### src/rtl/alu_iq_pkg.sv
// Shared defaults and entry layout for the ALU issue queue.
package alu_iq_pkg;

  localparam int IQ_DEPTH = 4;
  localparam int IQ_PHY_W = 6;
  localparam int IQ_CW_W  = 4;
  localparam int IQ_OP_W  = 6;

  // Field widths track the package defaults; the queue is built with these widths.
  typedef struct packed {
    logic                valid;
    logic [IQ_OP_W-1:0]  op;
    logic [31:0]         imm;
    logic [IQ_PHY_W-1:0] tag1;
    logic                rdy1;
    logic [31:0]         val1;
    logic [IQ_PHY_W-1:0] tag2;
    logic                rdy2;
    logic [31:0]         val2;
    logic [IQ_PHY_W-1:0] phydst;
    logic [IQ_CW_W-1:0]  cw;
  } iq_entry_t;

endpackage

### src/rtl/alu_issue_queue_select.sv
// Fixed-priority picker: lowest ready index wins, which is the oldest entry.
module iq_oldest_ready_select #(
  parameter  int DEPTH = 4,
  localparam int IDX_W = $clog2(DEPTH)
) (
  input  logic [DEPTH-1:0] ready,
  output logic [DEPTH-1:0] grant,
  output logic [IDX_W-1:0] idx,
  output logic             found
);

  always_comb begin
    grant = '0;
    idx   = '0;
    found = 1'b0;
    for (int i = DEPTH - 1; i >= 0; i--) begin
      if (ready[i]) begin
        grant    = '0;
        grant[i] = 1'b1;
        idx      = IDX_W'(i);
        found    = 1'b1;
      end
    end
  end

endmodule

### src/rtl/alu_issue_queue.sv
// Compacting, age-ordered reservation station for the single ALU pipe.
// Entry 0 is oldest; wakeup, removal and insertion all resolve in one edge.
module alu_issue_queue
  import alu_iq_pkg::*;
#(
  parameter int DEPTH = IQ_DEPTH,
  parameter int PHY_W = IQ_PHY_W,
  parameter int CW_W  = IQ_CW_W,
  parameter int OP_W  = IQ_OP_W
) (
  input  logic                     clk,
  input  logic                     rst,
  input  logic                     flush,
  input  logic                     disp_valid,
  output logic                     disp_ready,
  input  logic [OP_W-1:0]          disp_op,
  input  logic [31:0]              disp_imm,
  input  logic [PHY_W-1:0]         disp_src1_tag,
  input  logic [PHY_W-1:0]         disp_src2_tag,
  input  logic                     disp_src1_rdy,
  input  logic                     disp_src2_rdy,
  input  logic [31:0]              disp_src1_val,
  input  logic [31:0]              disp_src2_val,
  input  logic [PHY_W-1:0]         disp_phydst,
  input  logic [CW_W-1:0]          disp_cw,
  input  logic                     wb_valid,
  input  logic [PHY_W-1:0]         wb_phydst,
  input  logic [31:0]              wb_result,
  output logic                     EX_en,
  output logic [OP_W-1:0]          EX_Operation,
  output logic [31:0]              EX_imm,
  output logic [31:0]              EX_Src1,
  output logic [31:0]              EX_Src2,
  output logic [PHY_W-1:0]         EX_Phydst,
  output logic [CW_W-1:0]          EX_Commit_Window,
  output logic [$clog2(DEPTH):0]   occupancy
);

  localparam int OCC_W = $clog2(DEPTH) + 1;
  localparam int IDX_W = $clog2(DEPTH);

  iq_entry_t        q     [DEPTH];
  iq_entry_t        woken [DEPTH];
  iq_entry_t        up    [DEPTH];
  iq_entry_t        q_nxt [DEPTH];
  iq_entry_t        sel_e;
  iq_entry_t        new_e;
  logic [OCC_W-1:0] occ;
  logic [OCC_W-1:0] wr_idx;
  logic [DEPTH-1:0] rdy_vec;
  logic [DEPTH-1:0] grant;
  logic [DEPTH-1:0] shift_mask;
  logic [IDX_W-1:0] sel_idx;
  logic             found;
  logic             issue;
  logic             accept;

  // Readiness depends only on registered occupancy, never on this cycle's issue.
  assign disp_ready = (occ < OCC_W'(DEPTH));
  assign accept     = disp_valid & disp_ready & ~flush;
  assign occupancy  = occ;

  always_comb begin
    for (int i = 0; i < DEPTH; i++)
      rdy_vec[i] = q[i].valid & q[i].rdy1 & q[i].rdy2;
  end

  iq_oldest_ready_select #(.DEPTH(DEPTH)) u_select (
    .ready (rdy_vec),
    .grant (grant),
    .idx   (sel_idx),
    .found (found)
  );

  assign issue = found & ~flush;

  // With nothing found the select index is 0, so the outputs show entry 0.
  assign sel_e            = q[sel_idx];
  assign EX_en            = issue;
  assign EX_Operation     = sel_e.op;
  assign EX_imm           = sel_e.imm;
  assign EX_Src1          = sel_e.val1;
  assign EX_Src2          = sel_e.val2;
  assign EX_Phydst        = sel_e.phydst;
  assign EX_Commit_Window = sel_e.cw;

  always_comb begin
    for (int i = 0; i < DEPTH; i++) begin
      woken[i] = q[i];
      if (wb_valid && q[i].valid) begin
        if (!q[i].rdy1 && (q[i].tag1 == wb_phydst)) begin
          woken[i].rdy1 = 1'b1;
          woken[i].val1 = wb_result;
        end
        if (!q[i].rdy2 && (q[i].tag2 == wb_phydst)) begin
          woken[i].rdy2 = 1'b1;
          woken[i].val2 = wb_result;
        end
      end
    end
  end

  // The incoming op snoops the same broadcast so it cannot miss its producer.
  always_comb begin
    new_e        = '0;
    new_e.valid  = 1'b1;
    new_e.op     = disp_op;
    new_e.imm    = disp_imm;
    new_e.tag1   = disp_src1_tag;
    new_e.tag2   = disp_src2_tag;
    new_e.phydst = disp_phydst;
    new_e.cw     = disp_cw;
    new_e.rdy1   = disp_src1_rdy;
    new_e.val1   = disp_src1_val;
    new_e.rdy2   = disp_src2_rdy;
    new_e.val2   = disp_src2_val;
    if (wb_valid && !disp_src1_rdy && (disp_src1_tag == wb_phydst)) begin
      new_e.rdy1 = 1'b1;
      new_e.val1 = wb_result;
    end
    if (wb_valid && !disp_src2_rdy && (disp_src2_tag == wb_phydst)) begin
      new_e.rdy2 = 1'b1;
      new_e.val2 = wb_result;
    end
  end

  always_comb begin
    for (int i = 0; i < DEPTH - 1; i++)
      up[i] = woken[i+1];
    up[DEPTH-1] = '0;
  end

  // One-hot grant minus one leaves ones below it; inverting marks the issued slot and above.
  assign shift_mask = ~(grant - {{(DEPTH-1){1'b0}}, 1'b1});
  assign wr_idx     = occ - OCC_W'(issue);

  always_comb begin
    for (int i = 0; i < DEPTH; i++) begin
      q_nxt[i] = (issue && shift_mask[i]) ? up[i] : woken[i];
      if (accept && (wr_idx == OCC_W'(i)))
        q_nxt[i] = new_e;
    end
  end

  // Whole entries are cleared so the idle EX bundle reads as zero after reset.
  always_ff @(posedge clk) begin
    if (rst || flush) begin
      occ <= '0;
      for (int i = 0; i < DEPTH; i++)
        q[i] <= '0;
    end else begin
      occ <= occ + OCC_W'(accept) - OCC_W'(issue);
      for (int i = 0; i < DEPTH; i++)
        q[i] <= q_nxt[i];
    end
  end

endmodule

### config.mk
export PLATFORM = sky130hd
export DESIGN_NAME = alu_issue_queue
export DESIGN_NICKNAME = d
export VERILOG_FILES = /design/src/rtl/alu_iq_pkg.sv /design/src/rtl/alu_issue_queue_select.sv /design/src/rtl/alu_issue_queue.sv
export SDC_FILE = /design/constraint.sdc
export NUM_CORES = 1
export LEC_CHECK = 0
export ABC_AREA = 0
export CAP_MARGIN = 20
export CORE_MARGIN = 2
export CORE_UTILIZATION = 28
export CTS_CLUSTER_SIZE = 14
export DETAILED_ROUTE_END_ITERATION = 10
export GPL_TIMING_DRIVEN = 0
export PLACE_DENSITY_LB_ADDON = 0.12
export SYNTH_ARGS = -nofsm -noshare
export SYNTH_HDL_FRONTEND = slang
export SYNTH_SLANG_ARGS = --single-unit
### constraint.sdc
create_clock -name clk -period 8.16 [get_ports clk]
set_clock_uncertainty 0.15 [all_clocks]
set_input_delay 2.04 -clock clk [delete_from_list [all_inputs] [get_ports clk]]
set_output_delay 2.04 -clock clk [all_outputs]
set_load 0.02 [all_outputs]
==> metrics.cfg <==
[sta]
setup_ws_ns = 0.6928
slew_headroom = 0.2230
rsz0062_at_grt = no
fmax_ghz = 0.1339
drv_slew = 0
hold_violations = 0
whs_ns = 0.3363
period_share = 0.9151
setup_violations = 0
setup_tns_ns = 0
period_needed_ns = 7.467
tightestPinTransition_ns = 1.166

[detailed_routing]
routed_wl_um = 147500
drc = 0
first_iter_violations = 3474
routed_via_density = 5.775
wl_per_cell_um = 27.81
dr.pass1.iters = 6
postRouteAntennaNets = 0
num_vias = 30634

[worst_hold_path]
hold_start = q[0][16]
min_path_type = reg -> reg

[power]
clkPwrFrac = 0.503
total_leakage_power_nw = 11.71
p_sw_frac = 0.2602
p_int_w = 0.004476
seq_power_share = 0.418
power_density_nw_per_um2 = 175.5
switchingPower_w = 0.001575
vdd_ir_drop_max_uv = 108.3
power_frac_comb = 0.080

[layout]
fill_cells = 10741
final_core_util = 0.3453
nets = 4125
postLayoutCellArea_um2 = 34480
drive_gt1_frac = 0.05445
register_area_um2 = 10230
syn_to_final_growth_pct = 22.65
multi_input_area_um2 = 16090

[clocking]
cts_buffers = 67
cts_tree = built
cts_resized = 0
cts_root_buf = clkbuf_16
clk_pin_slew_worst_paths_ns = 0.06
cts.sinks = 511
hold_buffers = 0
post_cts_buffers = 0
clockBufferDepth = 3
clkLatencyLatePin_ns = 0.63
htree_num_levels = 3

[floorplanning]
num_rows = 116
die_area_um2 = 103000
ioPinCount = 286
die_h_um = 320.9
die_w_um = 320.9
start_util = 0.2815
core_um2 = 99860

[grt]
antenna_found_initial = 11
grt_usage = 0.2768
grt_pass1_vias = 29802
overflow = 0
grt_max_degree = 12
grt_pass1_wl_um = 212100

[logic_synthesis]
yosysWarnings = 0
synth.yosys.seq_area_share = 0.3639
synthCells = 3630
ys_seq_elements = 511
synth-edff-count = 0
async_flop_share = 0
avgSynthCellArea_um2 = 7.745
synthesis.area_um2 = 28110
synth_nets = 3802
synth_most_common_cell = nand2_1
synth_top_cell_by_area = dfxtp_1
synth_ff_type = dfxtp_1
ys_top_cells_by_count = nand2_1 (625), dfxtp_1 (511), nor2_1 (304)
synth_top_area_share = 0.3639
ys_types = 58
yosys-top-cells-area = dfxtp_1 (36%), nand2_1 (8.3%), a311oi_1 (5.6%)

[critical_path]
setup.worst_path.class = reg -> out
cp-end-kind = output port
critPathArrivalTime_ns = 5.28
setup.worst_path.start_class = flip-flop
crit_start = q[3][126]
worstReg2RegStart = q[1][126]
crit_fanout = 10
required_ns = 5.97

[place]
pre_cts_ws_ns = 0.4935
dp_hpwl_um = 104100
place_area_um2 = 32280
port-buffer-count = 247
place.gp.congestion = 0.8950

[flow_run]
maxCapViolations = 0

[outcome]
outcome = complete, no violations

-- state kept, by name, summed over array words and instances, names as in the netlist --
name and flops:
q 508, occupancy 3
-- cell families after synthesis --
family	after synthesis	share of synthesized area
AO/OA/AOI/OAI	995	0.2580
XOR/XNOR	65	0.02092
adder cells (fa/ha/maj)	3	0.001602
buffers and inverters	431	0.06364
flip-flops	511	0.3639
multiplexers	160	0.05759
AND/OR/NAND/NOR	1465	0.2344
-- cell type report --
class / instances / share of cell area
antenna: 3 / 0.0002177
buffer: 412 / 0.04975
clock buffer: 114 / 0.06085
clock inverter: 6 / 0.002431
inverter: 19 / 0.002141
multi-input combinational: 2688 / 0.4667
sequential: 511 / 0.2967
tap: 1298 / 0.04710
timing repair buffer: 254 / 0.07410
-- worst max-delay path, cell delays in order (launching register included) --
cell and delay (ns):
dfxtp_1 0.51, nand3_1 0.16, and2_1 0.22, nor2_1 0.85, clkbuf_1 0.88, clkbuf_1 0.63, nand2_1 0.17, a31oi_1 0.50
clkdlybuf4s50_1 0.71
-- metal layers --
| layer | track usage | vias to the layer above | part of all wire |
|---|---|---|---|
| met4 | 0.1074 | 14 | 0.039 |
| met3 | 0.04401 | 294 | 0.070 |
| met5 | 0 | - | 0.00061 |
| li1 | - | 13876 | - |
| met2 | 0.4443 | 1339 | 0.46 |
| met1 | 0.3714 | 15111 | 0.43 |
-- cells in the final DEF, fill, tap and decap left out, types with 46 or more instances in the layout --
master,instances
nand2_1,625
dfxtp_1,511
clkbuf_1,327
nor2_1,304
clkdlybuf4s50_1,247
nand3_1,222
a31oi_1,188
a311oi_1,181
mux2i_1,146
o21ai_0,130
a211oi_1,114
and2_1,111
o22a_1,96
or3_1,85
clkbuf_16,71
buf_2,69
a21oi_1,66
a221o_1,63
and3_1,62
o22ai_1,46
-- final timing paths --
path	depth (start not counted)	to	slack, ns
worst min register to register	1	q[0][16]	0.34
worst max register to register	15	q[2][29]	2.07
worst max-delay path	8	EX_Src1[10]	0.69
worst min-delay path	1	q[0][16]	0.34
-- power groups by stage --
| stage | clock, W | combinational (W) | sequential [W] |
|---|---|---|---|
| after floorplan | 0 | 0.000209 | 0.00258 |
| after global placement | 0 | 0.000474 | 0.00258 |
| after detailed placement | 0 | 0.000472 | 0.00258 |
| after CTS | 0.00307 | 0.000474 | 0.00253 |
| after global routing | 0.00316 | 0.000502 | 0.00253 |
| final | 0.00304 | 0.000481 | 0.00253 |
-- per-stage QoR --
step,power [W],cells
6_report,0.006051,5305
3_5_place_dp,0.003053,5181
4_1_cts,0.006075,5301
2_1_floorplan,0.002787,3630
3_3_place_gp,0.003055,5175
5_1_grt,0.006191,5302
Note: power is estimated with default switching activity, not from simulation.
